$ cat src/rtl/parity_check_stream_pkg.sv
// parity_check_stream_pkg: shared parity mode encoding and counter helpers
package parity_check_stream_pkg;

    typedef enum logic {
        PAR_EVEN = 1'b0,
        PAR_ODD  = 1'b1
    } par_mode_e;

    // Next value of a saturating counter given its current value and maximum
    function automatic logic [63:0] sat_inc(input logic [63:0] cur, input logic [63:0] max);
        return (cur == max) ? cur : cur + 64'd1;
    endfunction

endpackage

$ cat src/rtl/parity_check_stream_calc.sv
// parity_calc: combinational parity check of a data word plus its parity bit
module parity_calc
    import parity_check_stream_pkg::*;
#(
    parameter int DATA_W = 8
) (
    input  logic [DATA_W-1:0] data,
    input  logic              parity_bit,
    input  par_mode_e         odd,
    output logic              err
);

    assign err = (^{parity_bit, data}) ^ logic'(odd);

endmodule

$ cat src/rtl/parity_check_stream.sv
// parity_check_stream: one-stage registered parity checker with error status
module parity_check_stream
    import parity_check_stream_pkg::*;
#(
    parameter int DATA_W      = 8,
    parameter int CNT_W       = 16,
    parameter bit DEFAULT_ODD = 1'b0
) (
    input  logic              clk,
    input  logic              rst_n,
    input  logic              in_valid,
    output logic              in_ready,
    input  logic [DATA_W-1:0] in_data,
    input  logic              in_parity,
    input  logic              mode_ovr,
    input  logic              mode_odd,
    output logic              out_valid,
    input  logic              out_ready,
    output logic [DATA_W-1:0] out_data,
    output logic              out_err,
    output logic              err_sticky,
    output logic [CNT_W-1:0]  err_count,
    input  logic              clr
);

    localparam logic [CNT_W-1:0] CNT_MAX = '1;

    par_mode_e mode;
    logic      beat_err;
    logic      accept;
    logic      count_hit;

    assign mode      = par_mode_e'(mode_ovr ? mode_odd : DEFAULT_ODD);
    assign in_ready  = out_ready || !out_valid;
    assign accept    = in_valid && in_ready;
    assign count_hit = accept && beat_err;

    parity_calc #(.DATA_W(DATA_W)) u_calc (
        .data       (in_data),
        .parity_bit (in_parity),
        .odd        (mode),
        .err        (beat_err)
    );

    // Output register: load on accept, drain when consumed with nothing new
    always_ff @(posedge clk or negedge rst_n) begin
        if (!rst_n) begin
            out_valid <= 1'b0;
            out_data  <= '0;
            out_err   <= 1'b0;
        end else if (accept) begin
            out_valid <= 1'b1;
            out_data  <= in_data;
            out_err   <= beat_err;
        end else if (out_ready) begin
            out_valid <= 1'b0;
        end
    end

    // Error status counts at acceptance; clr wipes first, then the same-cycle beat counts
    always_ff @(posedge clk or negedge rst_n) begin
        if (!rst_n) begin
            err_count  <= '0;
            err_sticky <= 1'b0;
        end else if (clr) begin
            err_count  <= count_hit ? CNT_W'(1) : '0;
            err_sticky <= count_hit;
        end else if (count_hit) begin
            err_count  <= CNT_W'(sat_inc(64'(err_count), 64'(CNT_MAX)));
            err_sticky <= 1'b1;
        end
    end

endmodule

$ cat config.mk
export PLATFORM = sky130hd
export DESIGN_NAME = parity_check_stream
export DESIGN_NICKNAME = d
export VERILOG_FILES = /design/src/rtl/parity_check_stream_pkg.sv /design/src/rtl/parity_check_stream_calc.sv /design/src/rtl/parity_check_stream.sv
export SDC_FILE = /design/constraint.sdc
export NUM_CORES = 1
export LEC_CHECK = 0
export ABC_AREA = 1
export ABC_CLOCK_PERIOD_IN_PS = 2800
export CAP_MARGIN = 10
export CORE_MARGIN = 2
export CORE_UTILIZATION = 35
export DETAILED_ROUTE_END_ITERATION = 10
export PLACE_DENSITY = 0.58
export SYNTH_ARGS = -nofsm -noshare
export SYNTH_HDL_FRONTEND = slang
export SYNTH_SLANG_ARGS = --single-unit
$ cat constraint.sdc
create_clock -name clk -period 2.8 [get_ports clk]
set_clock_uncertainty 0.2 [all_clocks]
set_input_delay 0.42 -clock clk [delete_from_list [all_inputs] [get_ports clk]]
set_output_delay 0.42 -clock clk [all_outputs]
set_load 0.02 [all_outputs]
==> metrics.md, run 1 <==
| Metric | Value |
|---|---|
| Rel. slew slack | 66.0% |
| DR pass1 iterations | 4 |
| Num ports | 44 |
| RR Endpoint | err_count[0] |
| Asr flop ratio synth | 100% |
| Placer Congestion | 0.825 |
| Worst-path fanout max | 3 |
| First-pass GRT wire length | 6.93 mm |
| Effective utilization at floorplan | 36.4% |
| Routed WL per cell | 11.8 um |
| #FFs+latches synth | 27 |
| Hold Path Depth | 2 |
| Die Y | 74.1 um |
| CTS tree | yes |
| Setup Fix Bufs, Post-CTS | 0 |
| Cts bufs inserted | 3 |
| Leakage | 1.12 nW |
| Worst skew pair latency | 0.28 ns |
| Data arrival time of the critical path | 1.60 ns |
| Antenna diodes | 0 |
| Post-synthesis sequential area ratio | 39.3% |
| Cts hold-fix bufs | 0 |
| Wirelength, routed | 4.17 mm |
| CP delay by family, top | buffers and inverters |
| F_max | 450 MHz |
| Max_cap viols | 0 |
| Final Cell Area | 2270 sq um |
| R2r setup slk | 0.65 ns |
| Worst hold start | out_err |
| Num rows | 25 |
| Fill cell count | 478 |
| Initial antenna violation count | 0 |
| Clock Sinks | 27 |
| Crit path kind | input port to primary output |
| Top FF cell, synth | dfrtp_1 |
| Root Buffer | clkbuf_8 |
| CTS clk-pin slew, worst paths | 0.09 ns |
| I/O Buffers | 43 |
| NumNets Final | 304 |
| Time the worst path needs with I/O delays and setup | 2.22 ns |
| Die width | 74.1 um |
| Outcome | finished clean |
| Synth Area per Inst | 7.13 sq um |
| Final hold violations | 0 |
| Antenna-violating nets left | 0 |
| Total chip power | 0.905 mW |
| Warnings, synthesis | 0 |
| Initial DRC count | 106 |
| Area of the multi-input gates | 906 sq um |
| Max stage delay cell, worst path | clkdlybuf4s50_1 |
| Fin Setup TNS | 0 ns |
| Worst hold path class | flop to flop |
| Hold Slack | 0.292 ns |
| Clock Tree Buf Depth | 2 |
| Post-synth net total | 258 |
| Post-CTS sizing | 0 |
| Required @ worst endpoint | 2.18 ns |
| Unique cell type count in the Yosys netlist | 26 |
| Placed inst area | 2220 sq um |
| P per Cell Area | 399 nW/um^2 |
| Reg2Reg Depth | 8 |
| Worst-Margin Slew | 0.509 ns |
| Die footprint | 5490 sq um |
| Core Box Area | 4720 sq um |
| Layout cells sized above 1 | 5.94% |
| Worst flop-to-flop path startpoint | err_count[0] |
| Fin util | 48.1% |
| Peak supply drop | 0.190 mV |
| Vias in the first global route | 1,503 |
| DP HPWL | 3.03 mm |
| CP cell instances | clkdlybuf4s50_1 > inv_1 > nand2_1 > clkdlybuf4s50_1 |
| Routed vias | 1,693 |
| Crit end category | primary output |
| GRT Util Overall | 16.2% |
| WP buf/inv | 3 |
| Final setup viols | 0 |
| Worst path max stage delay | 0.61 ns |
| Largest net degree at the start of global routing | 28 |
| RSZ-0062 raised after global routing | false |
| Final Max Tran Viols | 0 |
| Grt ovf | 0 |
| Worst setup SP type | input port |
| Area growth, synth to finish | 32.0% |
| Post-synth EDFFs | 0 |
| Cells after Synth | 241 |
| H-tree levels | 1 |
| Hold path endpoint | out_err |
| Post-DR vias/cell | 4.80 |
| Post-Syn Area | 1720 sq um |
| Crit path top cell by count | clkdlybuf4s50_1 |
| Post-route clock period utilization | 79.4% |
| Sequential cell area | 676 sq um |
| DRC | 0 |
-- stage by stage --
step / worst slack (ns) / cells
global route: 0.366 / 353
CTS: 0.570 / 353
finish: 0.578 / 353
detailed placement: 0.325 / 349
global placement: 0.346 / 349
floorplan: 0.873 / 241
-- synth_stat cells (2+ instances only) --
library cell | count | area [sq um]
nand2_1 | 81 | 304
nand3_1 | 43 | 215
dfrtp_1 | 27 | 676
inv_1 | 24 | 90.1
nor2_1 | 19 | 71.3
o21ai_0 | 8 | 40.0
xor2_1 | 8 | 70.1
nand4_1 | 6 | 37.5
clkbuf_1 | 3 | 11.3
a21oi_1 | 2 | 10.0
buf_2 | 2 | 10.0
nand2_2 | 2 | 12.5
nand4_4 | 2 | 42.5
nor3_1 | 2 | 10.0
-- state kept, by name, indices dropped and copies added, names as in the netlist --
signal,count
err_count,16
err_sticky,1
out_data,8
out_err,1
out_valid,1
-- worst min-delay path: cells and delay by family, from the launching register on --
family	cells	cell delay [ns]
AND/OR/NAND/NOR	2	0.10
flip-flops	1	0.36
-- worst max path at each step --
| stage | depth (start not counted) | from | end |
|---|---|---|---|
| global placement | 12 | in_data[2] | err_count[12] |
| CTS | 4 | out_ready | in_ready |
| global route | 8 | err_count[0] | err_count[0] |
| detailed placement | 12 | in_data[4] | err_count[12] |
| floorplan | 9 | err_count[0] | err_count[6] |
| finish | 4 | out_ready | in_ready |
-- cell type report --
cell class                      instances  share of cell area [%]
Multi-Input combinational cell        183                    39.9
Timing Repair Buffer                   48                    20.6
Tap cell                               67                    3.69
Clock buffer                            3                    1.82
Clock inverter                          1                   0.221
Inverter                               24                    3.97
Sequential cell                        27                    29.8
-- cells by family (layout without fill, tap and decap cells) --
group	count (synthesis)	in the layout	share of synthesized area, %
buffers and inverters	31	76	8.01
xor gates and xnor gates	9	9	4.59
adders and majority gates	1	1	0.728
and+or+nand+nor	162	162	44.0
AOI/OAI and AO/OA	11	11	3.35
DFF	27	27	39.3
-- metal layers --
metal,track usage [%],up-vias,share of wire [%]
met5,0,-,0
met3,2.57,4,5.5
met1,23.3,767,48
met4,4.44,0,1.1
met2,25.5,50,45
li1,-,872,-
-- layout by cell type, fill, tap and decap left out, types with 2 or more instances in the layout --
cell type	synthesis	final
o21ai_0	8	8
buf_4	0	5
nand3_1	43	43
nand2_2	2	2
nor3_1	2	2
nand4_1	6	6
nand2_1	81	81
clkdlybuf4s50_1	0	43
nor2_1	19	19
inv_1	24	24
xor2_1	8	8
a21oi_1	2	2
dfrtp_1	27	27
nand4_4	2	2
clkbuf_8	0	3
-- report_power, final --
group / total [mW] / internal (mW) / switching [mW]
Combinational: 0.231 / 0.101 / 0.130
Clock: 0.235 / 0.100 / 0.135
Sequential: 0.439 / 0.417 / 0.0218
Total: 0.905 / 0.618 / 0.287
(Power assumes the default switching activity.)
==> run 2: changes to the inputs <==
Settings changed: ABC_CLOCK_PERIOD_IN_PS 2800 to 1800, PLACE_DENSITY 0.58 to 0.61.
Clock period 2.8 ns to 1.8 ns, I/O delays scaled along.
==> metrics.md, run 2 (synthesized netlist as in run 1, its figures left out) <==
| Metric | Value |
|---|---|
| Worst-path fanout max | 2 (was 3) |
| Leakage | 1.40 nW (was 1.12 nW) |
| Placer Congestion | 0.839 (was 0.825) |
| Clock Power Share | 24.8% (was 26.0%) |
| Rel. slew slack | 76.0% (was 66.0%) |
| Met2 GRT Util | 28.0% (was 25.5%) |
| Routed WL per cell | 12.0 um (was 11.8 um) |
| Die width | 74.1 um (unchanged) |
| Placed Cells incl. Taps | 369 (was 349) |
| Core Box Area | 4720 sq um (unchanged) |
| Outcome | finished clean (unchanged) |
| Vias in the first global route | 1,585 (was 1,503) |
| Max_cap viols | 0 (unchanged) |
| RSZ-0062 raised after global routing | true (was false) |
| Biggest register | err_count (unchanged) |
| Worst hold start | in_data[1] (was out_err) |
| CTS tree | yes (unchanged) |
| Worst setup SP type | flop (was input port) |
| Worst flop-to-flop path startpoint | err_count[0] (unchanged) |
| Hold Slack | 0.0944 ns (was 0.292 ns) |
| Placed inst area | 2390 sq um (was 2220 sq um) |
| Num rows | 25 (unchanged) |
| R2r setup slk | 0.07 ns (was 0.65 ns) |
| Commonest non-fill, non-tap cell in the layout | nand2_1 (unchanged) |
| Crit end category | primary output (unchanged) |
| Data arrival time of the critical path | 1.26 ns (was 1.60 ns) |
| First-pass GRT wire length | 7.40 mm (was 6.93 mm) |
| Worst skew pair latency | 0.28 ns (about the same) |
| Cts bufs inserted | 3 (unchanged) |
| Max stage delay cell, worst path | clkdlybuf4s50_1 (unchanged) |
| Layout cells sized above 1 | 17.5% (was 5.94%) |
| Non-filler cells, final | 375 (was 353) |
| CP delay by family, top | buffers and inverters (unchanged) |
| Peak supply drop | 0.327 mV (was 0.190 mV) |
| Commonest cells after routing, fill and taps aside | nand2_1 (79), nand3_1 (37), dfrtp_1 (25) (was nand2_1 (81), nand3_1 (43), clkdlybuf4s50_1 (43)) |
| Clock Sinks | 27 (unchanged) |
| Effective utilization at floorplan | 36.4% (unchanged) |
| Num ports | 44 (unchanged) |
| Grt met1 use | 25.3% (was 23.3%) |
| Part of the power in combinational logic | 29.0% (was 25.5%) |
| Root Buffer | clkbuf_8 (unchanged) |
| Grt ovf | 0 (unchanged) |
| Cell internal pwr | 0.996 mW (was 0.618 mW) |
| Sw Ratio | 32.1% (was 31.7%) |
| Largest register FFs | 16 (unchanged) |
| Wirelength, routed | 4.52 mm (was 4.17 mm) |
| Post-route clock period utilization | 96.3% |
| Sequential share of power | 46.2% (was 48.5%) |
| DP HPWL | 3.19 mm (was 3.03 mm) |
| DRC | 0 (unchanged) |
| Final hold violations | 0 (unchanged) |
| Grt peak-use layer | met2 (unchanged) |
| F_max | 577 MHz |
| Top flop regs | err_count (16), out_data (8) (unchanged) |
| DR pass1 iterations | 4 (unchanged) |
| Cts hold-fix bufs | 0 (unchanged) |
| Required @ worst endpoint | 1.33 ns (was 2.18 ns) |
| Initial antenna violation count | 0 (unchanged) |
| Clock Tree Buf Depth | 2 (unchanged) |
| NumNets Final | 326 (was 304) |
| NetSw | 0.470 mW (was 0.287 mW) |
| GRT Util Overall | 17.4% (was 16.2%) |
| Largest net degree at the start of global routing | 28 (unchanged) |
| Antenna-violating nets left | 0 (unchanged) |
| Final Max Tran Viols | 0 (unchanged) |
| Worst-Margin Slew | 0.359 ns (was 0.509 ns) |
| Die footprint | 5490 sq um (unchanged) |
| CP cell instances | clkdlybuf4s50_1 (was clkdlybuf4s50_1 > inv_1 > nand2_1 > clkdlybuf4s50_1) |
| H-tree levels | 1 (unchanged) |
| Final setup viols | 0 (unchanged) |
| Total chip power | 1.47 mW (was 0.905 mW) |
| WP buf/inv | 1 (was 3) |
| I/O Buffers | 43 (unchanged) |
| Grt met3 use | 2.03% (was 2.57%) |
| Crit path kind | flop to primary output (was input port to primary output) |
| Worst path max stage delay | 0.61 ns (about the same) |
| Fin Setup TNS | 0 ns (unchanged) |
| Area growth, synth to finish | 46.5% (was 32.0%) |
| Worst hold path class | input port to flop (was flop to flop) |
| Antenna diodes | 0 (unchanged) |
| CP startpoint | out_err (was out_ready) |
| Die Y | 74.1 um (unchanged) |
| Initial DRC count | 93 (was 106) |
| Final Cell Area | 2520 sq um (was 2270 sq um) |
| Time the worst path needs with I/O delays and setup | 1.73 ns |
| CTS clk-pin slew, worst paths | 0.10 ns (was 0.09 ns) |
| Routed vias | 1,800 (was 1,693) |
| P per Cell Area | 582 nW/um^2 (was 399 nW/um^2) |
| Post-DR vias/cell | 4.80 (about the same) |
-- run 2: cell types whose count changed in the layout (fill, tap and decap cells not counted), sizes merged --
cell | previous run | this run
nand4 | 8 | 9
buf | 5 | 26
dlygate4sd2 | 0 | 20
dlymetal6s2s | 0 | 7
clkdlybuf4s50 | 43 | 16
-- run 2: worst paths after layout --
| check | to | cells past startpoint |
|---|---|---|
| max | out_err | 1 |
| min | out_data[1] | 3 |
| max reg2reg | err_count[3] | 8 |
| min reg2reg | out_data[0] | 2 |
| max in group asynchronous | err_count[0] | 2 |
| min in group asynchronous | err_count[8] | 2 |
-- run 2: stage by stage --
| step | util (%) | worst slack [ns] |
|---|---|---|
| after floorplan | - | 0.0146 |
| after global routing | 53.3 | -0.0127 |
| after CTS | 51.9 | 0.0148 |
| after global placement | 50.6 | -0.378 |
| final | 53.3 | 0.0660 |
| after detailed placement | 50.6 | -0.378 |
-- run 2: layout make-up --
class / instances / area (sq um)
inverter: 24 / 90.1
clock buffer: 3 / 41.3
fill: 479 / 2200
multi-input combinational: 184 / 987
timing repair buffer: 69 / 633
clock inverter: 1 / 5.00
sequential: 27 / 678
tap: 67 / 83.8
-- run 2: power by group through the flow --
stage	logic, mW	registers (mW)	clock network [mW]
2_1_floorplan	0.142	0.747	0
3_3_place_gp	0.408	0.689	0
3_5_place_dp	0.411	0.689	0
4_1_cts	0.424	0.678	0.375
5_1_grt	0.467	0.683	0.394
6_report	0.425	0.677	0.364
-- run 2: timing repair --
item | in CTS | in global routing
gates resized for setup | 26 | 19
pin swaps | 1 | 8
setup buffers | 0 | 1
endpoints found under the hold margin | 0 | 0
gates cloned | 1 | 0
setup endpoints to repair | 32 | 17
-- run 2: per-layer routing --
metal	share of wire [%]	up-vias
li1	-	920
met1	49	837
met2	47	39
met3	4.0	4
met4	0.69	0
met5	0	-
-- run 2: worst reg2reg max path: cells and delay by family, from the launching register on --
| family | cells | cell delay (ns) |
|---|---|---|
| and+or+nand+nor | 6 | 0.77 |
| DFF | 1 | 0.40 |
| adders and majority gates | 1 | 0.16 |
| buffers and inverters | 1 | 0.15 |
